<file path="src/rtl/mii_rx_mac.sv">
`default_nettype none
// ============================================================================
// mii_rx_mac : MII nibble receiver - SFD strip, byte assembly, FCS check/strip
// Revision   : 1.0
// ============================================================================
module mii_rx_mac #(
  parameter logic [47:0] MAC_ADDR = 48'h02_00_00_00_00_01,
  parameter bit          PROMISC  = 1'b0,
  parameter int          MIN_LEN  = 64,
  parameter int          MAX_LEN  = 1518
) (
  input  logic        i_rx_clk,
  input  logic        i_rstn,
  input  logic        i_mii_rx_dv,
  input  logic        i_mii_rx_er,
  input  logic [3:0]  i_mii_rx_data,
  output logic        o_rx_valid,
  output logic [7:0]  o_rx_data,
  output logic        o_rx_sof,
  output logic        o_rx_eof,
  output logic        o_rx_done,
  output logic [4:0]  o_rx_status,
  output logic [10:0] o_rx_len
);

  localparam logic [10:0] C_MIN_LEN = 11'(MIN_LEN);
  localparam logic [10:0] C_MAX_LEN = 11'(MAX_LEN);
  localparam logic [10:0] C_CNT_MAX = 11'h7FF;

  typedef enum logic [1:0] {
    S_IDLE = 2'd0,
    S_PRE  = 2'd1,
    S_DATA = 2'd2,
    S_DROP = 2'd3
  } state_t;

  state_t      state_q, state_d;
  logic        in_vld_q, in_vld_d;
  logic        first_q, first_d;
  logic        dv_q, dv_d;
  logic        er_q, er_d;
  logic [3:0]  nib_q, nib_d;
  logic        phase_q, phase_d;
  logic [3:0]  lo_q, lo_d;
  logic [31:0] crc_q, crc_d;
  logic [10:0] cnt_q, cnt_d;
  logic        mii_err_q, mii_err_d;
  logic        da_hit_q, da_hit_d;
  logic        bc_hit_q, bc_hit_d;
  logic        sof_pend_q, sof_pend_d;
  logic        done_pend_q, done_pend_d;
  logic [39:0] dl_q, dl_d;
  logic        valid_q, valid_d;
  logic [7:0]  data_q, data_d;
  logic        sof_q, sof_d;
  logic        eof_q, eof_d;
  logic        done_q, done_d;
  logic [4:0]  status_q, status_d;
  logic [10:0] len_q, len_d;

  logic [7:0]  rx_byte;
  logic        crc_err, len_err, addr_hit;

  function automatic logic [31:0] crc_next(input logic [31:0] c, input logic [7:0] b);
    logic [31:0] r;
    r = c ^ {24'd0, b};
    for (int i = 0; i < 8; i++) begin
      r = r[0] ? ((r >> 1) ^ 32'hEDB88320) : (r >> 1);
    end
    return r;
  endfunction

  function automatic logic [7:0] mac_byte(input logic [2:0] idx);
    case (idx)
      3'd0:    return MAC_ADDR[47:40];
      3'd1:    return MAC_ADDR[39:32];
      3'd2:    return MAC_ADDR[31:24];
      3'd3:    return MAC_ADDR[23:16];
      3'd4:    return MAC_ADDR[15:8];
      3'd5:    return MAC_ADDR[7:0];
      default: return 8'h00;
    endcase
  endfunction

  assign rx_byte  = {nib_q, lo_q};
  assign crc_err  = (crc_q != 32'hDEBB20E3);
  assign len_err  = (cnt_q < C_MIN_LEN) || (cnt_q > C_MAX_LEN);
  assign addr_hit = PROMISC || ((cnt_q >= 11'd6) && (da_hit_q || bc_hit_q));

  always_comb begin
    state_d     = state_q;
    in_vld_d    = 1'b1;
    first_d     = first_q;
    dv_d        = i_mii_rx_dv;
    er_d        = i_mii_rx_er;
    nib_d       = i_mii_rx_data;
    phase_d     = phase_q;
    lo_d        = lo_q;
    crc_d       = crc_q;
    cnt_d       = cnt_q;
    mii_err_d   = mii_err_q;
    da_hit_d    = da_hit_q;
    bc_hit_d    = bc_hit_q;
    sof_pend_d  = sof_pend_q;
    done_pend_d = 1'b0;
    dl_d        = dl_q;
    valid_d     = 1'b0;
    data_d      = data_q;
    sof_d       = 1'b0;
    eof_d       = 1'b0;
    done_d      = done_pend_q;
    status_d    = status_q;
    len_d       = len_q;

    // Frame registers are frozen once DATA is left, so status is taken a cycle later.
    if (done_pend_q) begin
      status_d = {addr_hit, mii_err_q, phase_q, len_err, crc_err};
      len_d    = (cnt_q < 11'd4) ? 11'd0 : (cnt_q - 11'd4);
    end

    case (state_q)
      S_IDLE: begin
        // The first real input sample after reset must not start a frame mid-stream.
        if (in_vld_q) begin
          first_d = 1'b0;
          if (dv_q) begin
            state_d = (first_q || (nib_q != 4'h5)) ? S_DROP : S_PRE;
          end
        end
      end
      S_PRE: begin
        if (!dv_q) begin
          state_d = S_IDLE;
        end else if (nib_q == 4'hD) begin
          state_d    = S_DATA;
          cnt_d      = 11'd0;
          phase_d    = 1'b0;
          crc_d      = 32'hFFFF_FFFF;
          mii_err_d  = 1'b0;
          da_hit_d   = 1'b1;
          bc_hit_d   = 1'b1;
          sof_pend_d = 1'b1;
        end else if (nib_q != 4'h5) begin
          state_d = S_DROP;
        end
      end
      S_DATA: begin
        if (er_q) mii_err_d = 1'b1;
        if (dv_q) begin
          if (!phase_q) begin
            lo_d    = nib_q;
            phase_d = 1'b1;
          end else begin
            phase_d = 1'b0;
            crc_d   = crc_next(crc_q, rx_byte);
            if (cnt_q != C_CNT_MAX) cnt_d = cnt_q + 11'd1;
            if (cnt_q < 11'd6) begin
              if (rx_byte != mac_byte(cnt_q[2:0])) da_hit_d = 1'b0;
              if (rx_byte != 8'hFF) bc_hit_d = 1'b0;
            end
            dl_d = {dl_q[31:0], rx_byte};
            // Five bytes in flight keep the four FCS bytes off the output.
            if (cnt_q >= 11'd5) begin
              valid_d    = 1'b1;
              data_d     = dl_q[39:32];
              sof_d      = sof_pend_q;
              sof_pend_d = 1'b0;
            end
          end
        end else begin
          if (cnt_q >= 11'd5) begin
            valid_d    = 1'b1;
            eof_d      = 1'b1;
            data_d     = dl_q[39:32];
            sof_d      = sof_pend_q;
            sof_pend_d = 1'b0;
          end
          done_pend_d = 1'b1;
          state_d     = S_IDLE;
        end
      end
      S_DROP: begin
        if (!dv_q) state_d = S_IDLE;
      end
      default: state_d = S_IDLE;
    endcase
  end

  always_ff @(posedge i_rx_clk or negedge i_rstn) begin
    if (!i_rstn) begin
      state_q     <= S_IDLE;
      in_vld_q    <= 1'b0;
      first_q     <= 1'b1;
      dv_q        <= 1'b0;
      er_q        <= 1'b0;
      nib_q       <= 4'h0;
      phase_q     <= 1'b0;
      lo_q        <= 4'h0;
      crc_q       <= 32'hFFFF_FFFF;
      cnt_q       <= 11'd0;
      mii_err_q   <= 1'b0;
      da_hit_q    <= 1'b0;
      bc_hit_q    <= 1'b0;
      sof_pend_q  <= 1'b0;
      done_pend_q <= 1'b0;
      dl_q        <= 40'd0;
      valid_q     <= 1'b0;
      data_q      <= 8'h00;
      sof_q       <= 1'b0;
      eof_q       <= 1'b0;
      done_q      <= 1'b0;
      status_q    <= 5'd0;
      len_q       <= 11'd0;
    end else begin
      state_q     <= state_d;
      in_vld_q    <= in_vld_d;
      first_q     <= first_d;
      dv_q        <= dv_d;
      er_q        <= er_d;
      nib_q       <= nib_d;
      phase_q     <= phase_d;
      lo_q        <= lo_d;
      crc_q       <= crc_d;
      cnt_q       <= cnt_d;
      mii_err_q   <= mii_err_d;
      da_hit_q    <= da_hit_d;
      bc_hit_q    <= bc_hit_d;
      sof_pend_q  <= sof_pend_d;
      done_pend_q <= done_pend_d;
      dl_q        <= dl_d;
      valid_q     <= valid_d;
      data_q      <= data_d;
      sof_q       <= sof_d;
      eof_q       <= eof_d;
      done_q      <= done_d;
      status_q    <= status_d;
      len_q       <= len_d;
    end
  end

  assign o_rx_valid  = valid_q;
  assign o_rx_data   = data_q;
  assign o_rx_sof    = sof_q;
  assign o_rx_eof    = eof_q;
  assign o_rx_done   = done_q;
  assign o_rx_status = status_q;
  assign o_rx_len    = len_q;

endmodule
`default_nettype wire

</file>
<file path="config.mk">
export PLATFORM = sky130hd
export DESIGN_NAME = mii_rx_mac
export DESIGN_NICKNAME = d
export VERILOG_FILES = /design/src/rtl/mii_rx_mac.sv
export SDC_FILE = /design/constraint.sdc
export NUM_CORES = 1
export LEC_CHECK = 0
export ABC_AREA = 1
export CAP_MARGIN = 20
export CORE_UTILIZATION = 60
export CTS_CLUSTER_DIAMETER = 80
export DETAILED_ROUTE_END_ITERATION = 6
export GPL_TIMING_DRIVEN = 0
export HOLD_SLACK_MARGIN = 0.02
export MAX_ROUTING_LAYER = met4
export PLACE_DENSITY = 0.9
export SLEW_MARGIN = 5
export SYNTH_ARGS = -nofsm -noshare
export SYNTH_HDL_FRONTEND = slang
export SYNTH_SLANG_ARGS = --single-unit
</file>
<file path="constraint.sdc">
create_clock -name i_rx_clk -period 2 [get_ports i_rx_clk]
set_clock_uncertainty 0.05 [all_clocks]
set_input_delay 0.2 -clock i_rx_clk [delete_from_list [all_inputs] [get_ports i_rx_clk]]
set_output_delay 0.2 -clock i_rx_clk [all_outputs]
set_load 0.02 [all_outputs]
</file>
==> flow_metrics.tcl <==
set metrics [dict create \
    synth_edf_count 0 \
    syn_area_um2 6750 \
    grt_pass1_wl_um 27400 \
    p_leak_nw 3.98 \
    synth_cell_types 41 \
    status "finished clean" \
    portBuffers 35 \
    hold_viol 0 \
    synthTopCellsByArea "dfrtp_1 36%, nand2_1 17%, dfstp_2 13%" \
    maxSlewViolCount 0 \
    cts_made_buffers 17 \
    wl_per_cell_um 15.9 \
    grt-ovfl-total 0 \
    clock_sinks 131 \
    worstPathArrival_ps 2340 \
    powerDensity_nw_per_um2 1480 \
    drv_cap 0 \
    vias 5860 \
    required_ps 2410 \
    fin_crit_sh_pct 96.3 \
    grt_setup_unrepaired "true" \
    grt_max_degree 98 \
    max-clock-path-buffers 2 \
    irDropWorstVdd_mv 0.793 \
    synth_ff_type "dfrtp_1" \
    drc_errors 0 \
    holdWs_ps 47.2 \
    core_um2 10900 \
    yosys.area.top_type "dfrtp_1" \
    cts_tree "built" \
    hold_path.class "input pin to flop" \
    drt-initial-drc-count 542 \
    start_util_pct 62.0 \
    crit_path_start_kind "flop" \
    pin_count 36 \
    crit_fanout 8 \
    ant_nets 0 \
    grt_pass1_vias 5589 \
    path_class "flop to flop" \
    antenna_found_initial 0 \
    routed_wl_um 16800 \
    synth_nets 859 \
    diodes 0 \
    syn2layout_area_growth_pct 18.3 \
    finalSetupViolCount 0 \
    finalPower_mw 11.8 \
    synth_common_cells "300 x nand2_1, 98 x dfrtp_1, 81 x inv_1" \
    period_needed_ps 1930 \
    die_area_um2 11700 \
    fin_area_um2 7980 \
    fmax_mhz 519 \
    synth_warnings 0 \
    synth_seq_cells 131 \
    row_count 38 \
    dp.final_hpwl_um 11600 \
    insertion_delay_ps 530 \
    tightest_slew_ps 603 \
    clk_pin_slew_ps 60 \
    grt_use_total_pct 32.3 \
    async_flop_share_pct 100 \
    synth.most_common_cell "nand2_1" \
    firstDrtPassIters 5 \
    place_area_um2 7300 \
    timing.setup.tns_ps 0 \
    viasPerCell 5.55 \
    synth_cells 845 \
    ctsRootBufferMaster "clkbuf_8" \
    slew_headroom_pct 59.8 \
    avgSynthCellArea_um2 7.98 \
    ys_seq_area_share_pct 49.2 \
    end_kind "flop" \
    h-tree-depth 4 \
    die_h_um 108 \
    fp.dieW_um 108 \
    synthDominantCellAreaShare_pct 36.4 \
    globalplace.congestion 0.965 \
    final_nets 916 \
    drive_above_1_share_pct 14.4 \
]
-- layout by cell type, fill, tap and decap left out, types with 2 or more instances in the layout --
cell type,count
a21oi_1,6
a21oi_2,2
a22oi_1,7
buf_2,10
buf_4,4
buf_6,6
bufinv_16,2
clkbuf_1,4
clkbuf_16,16
clkbuf_2,4
clkbuf_8,5
clkdlybuf4s50_1,34
clkinv_2,3
clkinv_4,2
clkinvlp_4,2
dfrtp_1,96
dfrtp_2,2
dfstp_2,33
ha_1,6
inv_1,80
inv_2,10
inv_6,2
nand2_1,294
nand2_2,12
nand3_1,50
nand4_1,20
nor2_1,38
nor2_2,2
nor2_4,3
nor3_1,7
nor4_1,4
o21ai_0,63
o21ai_1,14
o22ai_1,6
or2_1,4
or2_2,2
xnor2_1,7
xor2_1,35
-- power by group --
| part | internal, mW | leakage (nW) | switching, mW | total (mW) |
|---|---|---|---|---|
| Combinational | 1.59 | 2.04 | 3.10 | 4.68 |
| Sequential | 3.48 | 1.65 | 0.541 | 4.02 |
| Clock | 1.91 | 0.291 | 1.18 | 3.09 |
-- logic make-up after synthesis --
| group | share of synthesized area [%] |
|---|---|
| AOI/OAI and AO/OA | 8.50 |
| xor gates and xnor gates | 5.94 |
| other | 0.0556 |
| DFF | 49.2 |
| adders and majority gates | 1.11 |
| and+or+nand+nor | 27.5 |
| buffers and inverters | 7.66 |
-- critical path, stage by stage (launching register included) --
cell     delay (ps)
dfstp_2         560
inv_1            80
nand2_1         100
nand2_2         150
nand2_1          90
nand2_1         160
nand2_2         160
nand2_2         100
nor2_4          140
nand2_1          70
nand3_1         130
nand2_1          60
-- routing by layer --
metal  routed length [um]  up-vias  part of all wire [%]  GRT usage (%)
li1                     -     2797                     -              -
met1                 6930     2748                    41           40.8
met2                 8190      277                    49           51.0
met3                 1250       38                   7.4           5.97
met4                  433        0                   2.6           13.9
met5                    0        -                     0              -
-- layout make-up --
| type | count | area [um2] |
|---|---|---|
| multi-input combinational | 595 | 2960 |
| tap | 140 | 175 |
| buffer | 28 | 179 |
| timing repair buffer | 38 | 409 |
| clock inverter | 11 | 125 |
| inverter | 91 | 342 |
| clock buffer | 21 | 469 |
| fill | 808 | 2910 |
| sequential | 131 | 3320 |
-- sequential cells by signal, indices dropped and copies added (netlist names), 2 cells and up --
signal       count
nib_q            4
cnt_q           11
state_q          2
o_rx_data        8
lo_q             4
o_rx_status      5
dl_q            40
crc_q           32
o_rx_len        11
-- worst paths after layout --
check                                 start   endpoint  slack (ps)  depth (start not counted)
setup / recovery                   crc_q[0]  crc_q[19]          70                         11
hold / removal             i_mii_rx_data[3]   nib_q[3]          50                          1
setup reg to reg                   crc_q[0]  crc_q[19]          70                         11
hold reg to reg                    in_vld_q    first_q         370                          1
max in group asynchronous            i_rstn   crc_q[0]        1030                          3
min in group asynchronous            i_rstn   nib_q[1]          80                          2
-- through the flow --
stage,cells,worst slack (ps),util (%)
3_3_place_gp,1020,-4400,66.8
4_1_cts,1054,0.998,72.7
3_5_place_dp,1021,-29.0,67.0
5_1_grt,1055,-14.9,73.3
6_report,1055,74.3,73.3
2_1_floorplan,845,405,-
-- repair_timing --
action                     4_1_cts  5_1_grt
pin swaps                        0        1
hold endpoints to repair       124        0
buffers inserted                 0        1
gates resized for setup          3       15
setup endpoints to repair        2       25
hold buffers                     1        0
No activity file was read; power rests on OpenSTA's default activity.
